## config.mk

```make
export PLATFORM = sky130hd
export DESIGN_NAME = serial_sub
export DESIGN_NICKNAME = d
export VERILOG_FILES = /design/src/rtl/serial_sub.sv
export SDC_FILE = /design/constraint.sdc
export NUM_CORES = 1
export LEC_CHECK = 0
export CORE_MARGIN = 2
export CORE_UTILIZATION = 45
export CTS_CLUSTER_DIAMETER = 50
export DETAILED_ROUTE_END_ITERATION = 6
export GPL_ROUTABILITY_DRIVEN = 0
export PLACE_DENSITY = 0.81
export SLEW_MARGIN = 20
export SYNTH_ARGS = -nofsm -noshare
export SYNTH_HDL_FRONTEND = slang
export SYNTH_SLANG_ARGS = --single-unit
export TNS_END_PERCENT = 50
```

## constraint.sdc

```tcl
create_clock -name clk -period 2 [get_ports clk]
set_clock_uncertainty 0.15 [all_clocks]
set_input_delay 0.2 -clock clk [delete_from_list [all_inputs] [get_ports clk]]
set_output_delay 0.2 -clock clk [all_outputs]
set_load 0.02 [all_outputs]
```

## src/rtl/serial_sub.sv

```systemverilog
// rtl/serial_sub.sv - bit-serial subtractor computing a - b as a + ~b + 1, LSB first
//
// Purpose : one full-adder bit per clock; result and borrow are published on the
//           edge that enters DONE and held until the next completion.
// Ports   : clk    - rising-edge clock
//           rst    - synchronous active-high reset
//           start  - request; accepted only in IDLE
//           a, b   - operands, captured on the accepting edge
//           busy   - high while bits are being processed (RUN)
//           done   - one-cycle result-valid pulse (DONE)
//           diff   - a - b mod 2^WIDTH
//           b_out  - borrow out, 1 iff a < b unsigned
//           zero   - diff == 0             (SERIAL_SUB_FLAGS_EN only)
//           ovf    - signed overflow flag  (SERIAL_SUB_FLAGS_EN only)
// Config  : define SERIAL_SUB_FLAGS_EN to add the zero/ovf outputs.

module serial_sub #(
    parameter int WIDTH = 4
) (
    input  logic             clk,
    input  logic             rst,
    input  logic             start,
    input  logic [WIDTH-1:0] a,
    input  logic [WIDTH-1:0] b,
    output logic             busy,
    output logic             done,
    output logic [WIDTH-1:0] diff,
`ifdef SERIAL_SUB_FLAGS_EN
    output logic             zero,
    output logic             ovf,
`endif
    output logic             b_out
);

    localparam int CW = $clog2(WIDTH);

    typedef enum logic [1:0] {
        IDLE = 2'd0,
        RUN  = 2'd1,
        DONE = 2'd2
    } state_t;

    state_t           state_q;
    logic [WIDTH-1:0] a_sh_q;
    logic [WIDTH-1:0] nb_sh_q;
    logic [WIDTH-1:0] res_q;
    logic [CW-1:0]    cnt_q;
    logic             carry_q;
    logic             busy_q;
    logic             done_q;
    logic [WIDTH-1:0] diff_q;
    logic             b_out_q;
`ifdef SERIAL_SUB_FLAGS_EN
    logic             a_msb_q;
    logic             b_msb_q;
    logic             zero_q;
    logic             ovf_q;
`endif

    logic             sum_d;
    logic             carry_d;
    logic [WIDTH-1:0] res_d;
    logic             last_bit;

    // One full-adder slice; the sum bit enters the result at the MSB so that after
    // WIDTH shifts the first (LSB) sum bit has reached bit 0.
    always_comb begin
        sum_d    = a_sh_q[0] ^ nb_sh_q[0] ^ carry_q;
        carry_d  = (a_sh_q[0] & nb_sh_q[0]) | (carry_q & (a_sh_q[0] ^ nb_sh_q[0]));
        res_d    = {sum_d, res_q[WIDTH-1:1]};
        last_bit = (cnt_q == CW'(WIDTH - 1));
    end

    always_ff @(posedge clk) begin
        if (rst) begin
            state_q <= IDLE;
            a_sh_q  <= '0;
            nb_sh_q <= '0;
            res_q   <= '0;
            cnt_q   <= '0;
            carry_q <= 1'b1;
            busy_q  <= 1'b0;
            done_q  <= 1'b0;
            diff_q  <= '0;
            b_out_q <= 1'b0;
`ifdef SERIAL_SUB_FLAGS_EN
            a_msb_q <= 1'b0;
            b_msb_q <= 1'b0;
            zero_q  <= 1'b0;
            ovf_q   <= 1'b0;
`endif
        end else begin
            case (state_q)
                IDLE: begin
                    done_q <= 1'b0;
                    if (start) begin
                        a_sh_q  <= a;
                        nb_sh_q <= ~b;
                        cnt_q   <= '0;
                        carry_q <= 1'b1;
                        busy_q  <= 1'b1;
                        state_q <= RUN;
`ifdef SERIAL_SUB_FLAGS_EN
                        a_msb_q <= a[WIDTH-1];
                        b_msb_q <= b[WIDTH-1];
`endif
                    end
                end
                RUN: begin
                    a_sh_q  <= a_sh_q >> 1;
                    nb_sh_q <= nb_sh_q >> 1;
                    res_q   <= res_d;
                    carry_q <= carry_d;
                    cnt_q   <= cnt_q + CW'(1);
                    if (last_bit) begin
                        cnt_q   <= '0;
                        busy_q  <= 1'b0;
                        done_q  <= 1'b1;
                        diff_q  <= res_d;
                        b_out_q <= ~carry_d;
                        state_q <= DONE;
`ifdef SERIAL_SUB_FLAGS_EN
                        zero_q  <= (res_d == '0);
                        ovf_q   <= (a_msb_q != b_msb_q) && (res_d[WIDTH-1] != a_msb_q);
`endif
                    end
                end
                DONE: begin
                    done_q  <= 1'b0;
                    state_q <= IDLE;
                end
                default: begin
                    busy_q  <= 1'b0;
                    done_q  <= 1'b0;
                    state_q <= IDLE;
                end
            endcase
        end
    end

    assign busy  = busy_q;
    assign done  = done_q;
    assign diff  = diff_q;
    assign b_out = b_out_q;
`ifdef SERIAL_SUB_FLAGS_EN
    assign zero  = zero_q;
    assign ovf   = ovf_q;
`endif

endmodule

```

==> out/qor.csv, run 1 <==
stage;metric;value;unit
status;status;finished, final reports clean;
place;place_area;1130;um^2
routing;wire_per_inst;12.0;um
setup_path;crit_family;buffers and inverters;
logic_synthesis;synth_edf_count;0;
floorplan;ioPinCount;18;
routing;ant_nets;0;
finish;nFillCells;186;
grt;first_global_vias;683;
logic_synthesis;ys_top_cells_by_area;dfxtp_1 47%, a21oi_1 5.7%, nand2_1 5.0%;
logic_synthesis;avgSynthCellArea;8.98;um^2
place;dpl_worst_slack;0.209;ns
setup_path;crit_buf_inv;1;
floorplan;core;2000;um^2
logic_synthesis;synthTopCellsByCount;23 x dfxtp_1, 13 x nand2_1, 11 x a21oi_1, 11 x nor2_1, 5 x inv_1;
setup_path;crit_arrival;1.27;ns
routing;drt_iter0_drc;14;
worst_hold_path;min_path_type;reg2reg;
clock_tree;clkLatencyLatePin;0.31;ns
clock_tree;cts_tree;done;
timing;finalSetupTns;0;ns
clock_tree;numCtsBuffers;3;
finish;n_antenna_cell;0;
finish;stdcell_count;150;
logic_synthesis;seq_area_frac_synth;47.5;%
setup_path;crit_type;reg2out;
logic_synthesis;synthFlopType;dfxtp_1;
floorplan;die_h;50.4;um
timing;hold_violations;0;
routing;via_per_inst;5.16;
timing;setup_ws;0.379;ns
clock_tree;cts.sinks;23;
floorplan;fp.dieW;50.4;um
finish;areaGrowthSynthToFinish;19.6;%
power_and_ir_drop;power.density;700;nW/um^2
routing;drtPass1Iterations;4;
place;port_buffers;17;
grt;grtUsageTotal;15.7;%
logic_synthesis;yosysMostFrequentCell;dfxtp_1;
timing;finalSetupViolations;0;
timing;hold_ws;0.315;ns
clock_tree;clock_path_buffers;2;
grt;grt.overflow.total;0;
clock_tree;root_buffer;clkbuf_4;
grt;antenna_found_initial;0;
clock_tree;postCtsHoldBufs;0;
logic_synthesis;ys_async_sr_fraction;0;%
timing;fmax;0.617;GHz
timing;period_share;81.1;%
grt;grt_start_max_net_pins;24;
timing;layout_min_cycle_time;1.62;ns
finish;nets;138;
timing;drv_slew;0;
floorplan;rows;16;
grt;grt_pass1_wl;2980;um
clock_tree;cts_resized;0;
logic_synthesis;syn_area;970;um^2
timing;rsz0062_at_grt;false;
finish;final_area;1160;um^2
timing;max_slew_margin;68.2;%
logic_synthesis;syn_nets;122;
finish;drive_gt1_share;4.88;%
logic_synthesis;syn_inst;108;
routing;vias;774;
setup_path;cp_slowest_cell;clkdlybuf4s50_1;
logic_synthesis;synth_cell_type_count;26;
power_and_ir_drop;ir_drop;0.415;mV
clock_tree;post_cts.repair.setup_buffers;0;
logic_synthesis;synth_top_area_share;47.5;%
routing;drc;0;
logic_synthesis;yosysWarningCount;0;
setup_path;worstPathMaxFanout;2;
setup_path;required;1.65;ns
setup_path;worstPathCellList;clkdlybuf4s50_1;
place;dp_hpwl;1290;um
run;cap_violations;0;
clock_tree;htree_levels;1;
routing;drt_wl_total;1800;um
place;dpl.cell_count;146;
clock_tree;clk_pin_slew;0.12;ns
logic_synthesis;ys_ff_latch;23;
timing;worst_pin_slew;0.477;ns
floorplan;start_util;48.4;%
setup_path;startpoint_type;flip-flop;
logic_synthesis;synth_top_area_cell;dfxtp_1;
power_and_ir_drop;p_leak;0.430;nW
setup_path;worst_path_largest_cell_delay;0.61;ns
setup_path;cp-end-kind;output pin;
floorplan;dieArea;2540;um^2
[worst paths after layout]
check / startpoint / endpoint / slack [ns] / cells after the start
max reg2reg: state_q[0] / diff[3] / 0.43 / 4
min reg2reg: nb_sh_q[2] / nb_sh_q[1] / 0.31 / 2
max: busy / busy / 0.38 / 1
min: nb_sh_q[2] / nb_sh_q[1] / 0.31 / 2
[layout make-up]
type                       instances  area, um^2  share of cell area (%)
tap                               27        33.8                    2.91
inverter                           5        18.8                    1.62
timing repair buffer              19         185                    16.0
sequential                        23         460                    39.7
clock buffer                       4        26.3                    2.27
multi-input combinational         72         435                    37.5
[through the flow]
step | util, % | power [mW]
after global placement | 56.6 | 0.605
final | 57.9 | 0.811
after detailed placement | 56.6 | 0.610
after global routing | 57.9 | 0.854
after floorplan | - | 0.574
after CTS | 57.9 | 0.820
[where the power goes]
part           switching (mW)  internal (mW)  leakage, nW
Clock                   0.134         0.0779       0.0150
Combinational          0.0538         0.0520        0.227
Sequential             0.0139          0.480        0.188
[registers in the layout, indices dropped and copies added, names as in the netlist]
| signal | cells |
|---|---|
| state_q | 2 |
| busy | 1 |
| done | 1 |
| diff | 4 |
| res_q | 3 |
| carry_q | 1 |
| b_out | 1 |
| nb_sh_q | 4 |
| cnt_q | 2 |
| a_sh_q | 4 |
[per-layer routing]
layer	vias up	GRT usage, %	routed length (um)
li1	402	-	-
met1	351	19.0	874
met2	16	25.4	821
met3	5	2.68	50
met4	0	10.8	53
met5	-	0	0
[layout by cell type (no fill, tap or decap), drive strengths merged, types with 4 or more instances in the layout]
cell	count
mux2i	4
clkbuf	4
nand2	13
nand3	4
nor2	11
a22oi	4
a211oi	4
nand3b	4
clkdlybuf4s50	17
dfxtp	23
inv	5
a21oi	11
[cells by family (layout without fill, tap and decap cells)]
logic type,Yosys count,in the layout,synth area share [%]
compound gates,26,26,17.2
fa+ha+maj,3,3,4.64
buf+inv,13,28,7.61
flops,23,23,47.5
mux,4,4,4.13
simple gates,39,39,19.0
No activity file was read; power rests on OpenSTA's default activity.
==> run 2: changes to the inputs <==
==> constraint.sdc (replaced) <==
create_clock -name clk -period 1.5 [get_ports clk]
set_clock_uncertainty 0.15 [all_clocks]
set_input_delay 0.15 -clock clk [delete_from_list [all_inputs] [get_ports clk]]
set_output_delay 0.15 -clock clk [all_outputs]
set_load 0.02 [all_outputs]
==> run 2 against run 1 <==
Compared with the run above:
- non-clock buffer count grew 8
- total power grew 36%
- routed wire length grew 1.8%
- via count is 3.9% higher
- first-iteration DRC count is 29% lower
- largest cell class unchanged
==> out/qor.csv, run 2 (synthesized netlist as in run 1, its figures left out) <==
stage;metric;value;unit;change
finish;nets;146;;+5.8%
routing;drtPass1Iterations;4;;unchanged
routing;drt_wl_total;1830;um;+1.8%
clock_tree;post_cts.repair.setup_buffers;0;;unchanged
routing;ant_nets;0;;unchanged
timing;setup_ws;0.112;ns;-0.267 ns
timing;fmax;0.720;GHz;
timing;worst_pin_slew;0.342;ns;-0.135 ns
timing;rsz0062_at_grt;false;;
clock_tree;clkLatencyLatePin;0.31;ns;about the same
setup_path;cp-end-kind;flip-flop;;
place;dpl_worst_slack;-0.0346;ns;-0.243 ns
finish;layout_commonest_cell;dfxtp_1;;
floorplan;core;2000;um^2;unchanged
timing;period_share;92.6;%;
timing;hold_violations;0;;unchanged
clock_tree;root_buffer;clkbuf_4;;
setup_path;rrSetupSlack;0.11;ns;-0.32 ns
clock_tree;numCtsBuffers;3;;unchanged
clock_tree;postCtsHoldBufs;0;;unchanged
setup_path;crit_arrival;1.46;ns;+0.19 ns
place;dp_hpwl;1340;um;+3.7%
routing;wire_per_inst;11.6;um;-3.3%
clock_tree;clk_pin_slew;0.12;ns;about the same
timing;finalSetupViolations;0;;unchanged
grt;first_global_vias;713;;+4.4%
clock_tree;htree_levels;1;;unchanged
finish;n_antenna_cell;0;;unchanged
floorplan;ioPinCount;18;;unchanged
worst_hold_path;min_path_type;in2reg;;
setup_path;startpoint_type;flip-flop;;
routing;drc;0;;unchanged
finish;nFillCells;175;;-5.9%
finish;areaGrowthSynthToFinish;26.5;%;
setup_path;worstPathCellList;inv_1 -> fa_1 -> a311oi_1;;
clock_tree;cts_tree;done;;
power_and_ir_drop;power.density;899;nW/um^2;+29%
power_and_ir_drop;ir_drop;0.462;mV;+11%
run;cap_violations;0;;unchanged
setup_path;worstPathMaxFanout;2;;unchanged
setup_path;r2r-end;diff[3];;
setup_path;r2r_cells;3;;-1
power_and_ir_drop;p_leak;0.507;nW;+18%
routing;drt_iter0_drc;10;;-4
floorplan;dieArea;2540;um^2;unchanged
floorplan;fp.dieW;50.4;um;unchanged
finish;layout_common_cells;23 x dfxtp_1, 13 x nand2_1, 11 x a21oi_1, 11 x nor2_1, 10 x clkdlybuf4s50_1;;
timing;finalSetupTns;0;ns;unchanged
setup_path;rr_startpoint;a_sh_q[0];;
routing;via_per_inst;5.09;;-1.4%
timing;drv_slew;0;;unchanged
grt;antenna_found_initial;0;;unchanged
grt;grt_start_max_net_pins;24;;unchanged
setup_path;cp_slowest_cell;fa_1;;
clock_tree;cts.sinks;23;;unchanged
status;status;finished, final reports clean;;
floorplan;rows;16;;unchanged
setup_path;required;1.58;ns;-0.07 ns
finish;drive_gt1_share;11.5;%;+6.6 points
timing;hold_ws;0.298;ns;-0.0170 ns
worst_hold_path;min_to;a_sh_q[3];;
place;port_buffers;17;;unchanged
floorplan;die_h;50.4;um;unchanged
timing;layout_min_cycle_time;1.39;ns;
grt;grt.overflow.total;0;;unchanged
grt;grt_pass1_wl;2950;um;-1.1%
setup_path;worst_path_largest_cell_delay;0.49;ns;-0.12 ns
timing;max_slew_margin;77.2;%;+9.0 points
setup_path;crit_type;reg2reg;;
worst_hold_path;hp-start;a[3];;
routing;vias;804;;+3.9%
worst_hold_path;hold_path_depth;3;;+1
floorplan;start_util;48.4;%;unchanged
clock_tree;clock_path_buffers;2;;unchanged
grt;grtUsageTotal;15.8;%;+0.11 points
[run 2: how the worst max path moves through the flow]
stage | start | cells past startpoint | to | slack [ns]
final | a_sh_q[0] | 3 | diff[3] | 0.11
after floorplan | a_sh_q[0] | 3 | diff[3] | 0.20
after global placement | start | 4 | a_sh_q[0] | 0.007
after global routing | state_q[0] | 4 | res_q[3] | 0.005
after detailed placement | start | 4 | a_sh_q[2] | -0.03
after CTS | state_q[0] | 4 | res_q[3] | 0.10
[run 2: stage by stage]
| step | std cells | util (%) | cell area, um^2 | power (mW) |
|---|---|---|---|---|
| detailed placement | 154 | 60.3 | 1210 | 0.834 |
| floorplan | 108 | - | 970 | 0.766 |
| global placement | 154 | 60.3 | 1210 | 0.830 |
| finish | 158 | 61.3 | 1230 | 1.10 |
| global route | 158 | 61.3 | 1230 | 1.16 |
| CTS | 158 | 61.1 | 1220 | 1.11 |
[run 2: final cells by class]
class | instances | area (um^2) | area share, %
clock buffer | 4 | 26.3 | 2.14
inverter | 5 | 18.8 | 1.53
multi-input combinational | 72 | 438 | 35.7
sequential | 23 | 460 | 37.6
tap | 27 | 33.8 | 2.76
timing repair buffer | 27 | 249 | 20.3
[run 2: per-layer routing]
layer / up-vias / part of all wire (%) / GRT usage (%)
met5: - / 0 / 0
met4: 0 / 3.4 / 14.0
met3: 5 / 3.9 / 3.27
met2: 18 / 46 / 24.8
met1: 363 / 47 / 18.1
li1: 418 / - / -
[run 2: worst max-delay path, delay by kind of cell (launching register included)]
kind | cells | cell delay [ns]
compound gates | 1 | 0.25
fa+ha+maj | 1 | 0.49
flops | 1 | 0.35
buf+inv | 1 | 0.06
[run 2: where the power goes]
| part | internal, mW | switching, mW |
|---|---|---|
| Clock | 0.104 | 0.179 |
| Sequential | 0.640 | 0.0189 |
| Combinational | 0.0868 | 0.0740 |
[run 2: repair_timing]
action	in CTS	in global routing
cloned	0	0
endpoints found under the setup margin	7	1
resized for setup	7	1
==> run 3: changes to the inputs <==
--- a/config.mk
+++ b/config.mk
@@ -10,7 +10,9 @@
 export CTS_CLUSTER_DIAMETER = 50
 export DETAILED_ROUTE_END_ITERATION = 6
 export GPL_ROUTABILITY_DRIVEN = 0
+export HOLD_SLACK_MARGIN = 0.05
 export PLACE_DENSITY = 0.81
+export REMOVE_ABC_BUFFERS = 1
 export SLEW_MARGIN = 20
 export SYNTH_ARGS = -nofsm -noshare
 export SYNTH_HDL_FRONTEND = slang
==> run 3 against run 2 <==
Compared with the run above:
- die area did not move
- critical endpoint unchanged
- largest power group unchanged
- worst hold slack improved by 0.010 ns
- largest cell class unchanged
- non-clock buffer count rose by 1
- combinational power barely moved
- global-route usage rose by 0.12 points
- highest routed layer is now met3
- total power fell by 0.97%
- sequential share of layout area rose by 0.26 points
- routed wire length fell by 4.7%
==> out/qor.csv, run 3 (synthesized netlist as in run 1, its figures left out) <==
stage;metric;value;unit;change
status;status;finished, final reports clean;;
timing;period_share;91.1;%;-1.5 points
floorplan;start_util;48.4;%;unchanged
place;dp_hpwl;1350;um;+1.4%
floorplan;fp.dieW;50.4;um;unchanged
floorplan;ioPinCount;18;;unchanged
setup_path;crit_arrival;1.45;ns;about the same
finish;drive_gt1_share;12.9;%;+1.4 points
timing;fmax;0.732;GHz;+1.6%
power_and_ir_drop;ir_drop;0.796;mV;+72%
power_and_ir_drop;p_comb_share;14.6;%;about the same
timing;worst_pin_slew;0.240;ns;-0.102 ns
power_and_ir_drop;power.density;894;nW/um^2;-0.56%
timing;layout_min_cycle_time;1.37;ns;-0.0219 ns
floorplan;dieArea;2540;um^2;unchanged
routing;wire_per_inst;11.0;um;-5.3%
place;port_buffers;17;;unchanged
routing;drtPass1Iterations;3;;-1
run;cap_violations;0;;unchanged
routing;ant_nets;0;;unchanged
routing;drc;0;;unchanged
power_and_ir_drop;internal_power;823;uW;-0.85%
power_and_ir_drop;p_clk_share;25.2;%;-0.5 points
clock_tree;htree_levels;1;;unchanged
worst_hold_path;min_path_type;reg2reg;;
power_and_ir_drop;power_switching_share;24.6;%;-0.087 points
clock_tree;clkLatencyLatePin;0.31;ns;about the same
grt;first_global_vias;738;;+3.5%
clock_tree;clock_path_buffers;2;;unchanged
clock_tree;cts_tree;done;;
setup_path;rr_startpoint;nb_sh_q[0];;
setup_path;crit_buf_inv;1;;unchanged
finish;n_antenna_cell;0;;unchanged
finish;areaGrowthSynthToFinish;25.9;%;
power_and_ir_drop;p_seq_share;60.2;%;+0.5 points
finish;nFillCells;186;;+6.3%
routing;drt_wl_total;1750;um;-4.7%
setup_path;worstPathCellList;inv_1 -> fa_1 -> a311oi_1;;
power_and_ir_drop;net-switching-power;268;uW;-1.3%
setup_path;crit_path_start;nb_sh_q[0];;
timing;drv_slew;0;;unchanged
routing;vias;781;;-2.9%
grt;antenna_found_initial;0;;unchanged
grt;grt_start_max_net_pins;24;;unchanged
setup_path;crit_family;adder cells;;
floorplan;rows;16;;unchanged
finish;nets;147;;+0.68%
finish;layout_commonest_cell;dfxtp_1;;
timing;rsz0062_at_grt;false;;
finish;layout_common_cells;22 x dfxtp_1, 13 x nand2_1, 11 x a21oi_1, 11 x nor2_1, 11 x buf_4;;
grt;grt_pass1_wl;3150;um;+6.8%
timing;finalSetupViolations;0;;unchanged
clock_tree;numCtsBuffers;3;;unchanged
clock_tree;root_buffer;clkbuf_4;;
grt;grtUsageTotal;16.0;%;+0.12 points
routing;via_per_inst;4.91;;-3.5%
timing;max_slew_margin;83.9;%;+6.7 points
timing;finalSetupTns;0;ns;unchanged
setup_path;required;1.58;ns;about the same
setup_path;cp_slowest_cell;fa_1;;
timing;hold_violations;0;;unchanged
clock_tree;clk_pin_slew;0.12;ns;about the same
grt;grt.overflow.total;0;;unchanged
floorplan;core;2000;um^2;unchanged
setup_path;cp-end-kind;flip-flop;;
clock_tree;postCtsHoldBufs;0;;unchanged
setup_path;startpoint_type;flip-flop;;
worst_hold_path;hp-start;diff[0];;
clock_tree;cts.sinks;23;;unchanged
power_and_ir_drop;power;1.09;mW;-0.97%
setup_path;crit_type;reg2reg;;
power_and_ir_drop;p_leak;0.509;nW;+0.54%
setup_path;worst_path_largest_cell_delay;0.47;ns;-0.02 ns
setup_path;worstPathMaxFanout;2;;unchanged
floorplan;die_h;50.4;um;unchanged
routing;drt_iter0_drc;8;;-2
run 3: per-stage QoR:
step	cells	worst slack (ns)	utilization [%]	hold slack, ns	area [um^2]
2_1_floorplan	100	-0.118	-	0.0691	915
3_3_place_gp	155	0.0388	60.0	0.293	1200
3_5_place_dp	155	-0.00810	60.0	0.296	1200
4_1_cts	159	0.0993	60.9	0.301	1220
5_1_grt	159	0.0743	61.0	0.329	1220
6_report	159	0.134	61.0	0.308	1220
run 3: repair_timing:
| item | CTS | global route |
|---|---|---|
| gates resized for setup | 7 | 1 |
| setup buffers | 0 | 0 |
| endpoints found under the setup margin | 7 | 2 |
| pin swaps | 0 | 0 |
| hold endpoints to repair | 0 | 0 |
run 3: worst paths after layout:
check / endpoint / slack, ns / depth (start not counted)
setup / recovery: diff[3] / 0.13 / 3
hold / removal: diff[0] / 0.31 / 2
hold reg to reg: diff[0] / 0.31 / 2
setup reg to reg: diff[3] / 0.13 / 3
run 3: tightest hold or removal path: cells and delay by family (launching register included):
| kind | cells | cell delay, ns |
|---|---|---|
| and+or+nand+nor | 1 | 0.05 |
| DFF | 1 | 0.33 |
| AOI/OAI and AO/OA | 1 | 0.05 |
run 3: area by class of cell:
class,count,area [um^2],share of cell area (%)
Sequential cell,23,462,37.8
Clock inverter,1,5.00,0.410
Timing Repair Buffer,28,244,20.0
Clock buffer,3,22.5,1.84
Inverter,5,18.8,1.54
Tap cell,27,33.8,2.77
Multi-Input combinational cell,72,435,35.7
run 3: power groups by stage:
stage | clock network, mW | registers (mW) | logic (mW)
finish | 0.275 | 0.657 | 0.159
global route | 0.317 | 0.661 | 0.177
CTS | 0.288 | 0.658 | 0.161
detailed placement | 0 | 0.671 | 0.161
global placement | 0 | 0.670 | 0.157
floorplan | 0 | 0.670 | 0.0764
run 3: metal layers:
metal	routed length [um]	global-route usage (%)	part of all wire, %
met1	821	19.8	47
met5	0	0	0
met4	0	1.35	0
met3	82	6.25	4.7
met2	842	27.2	48
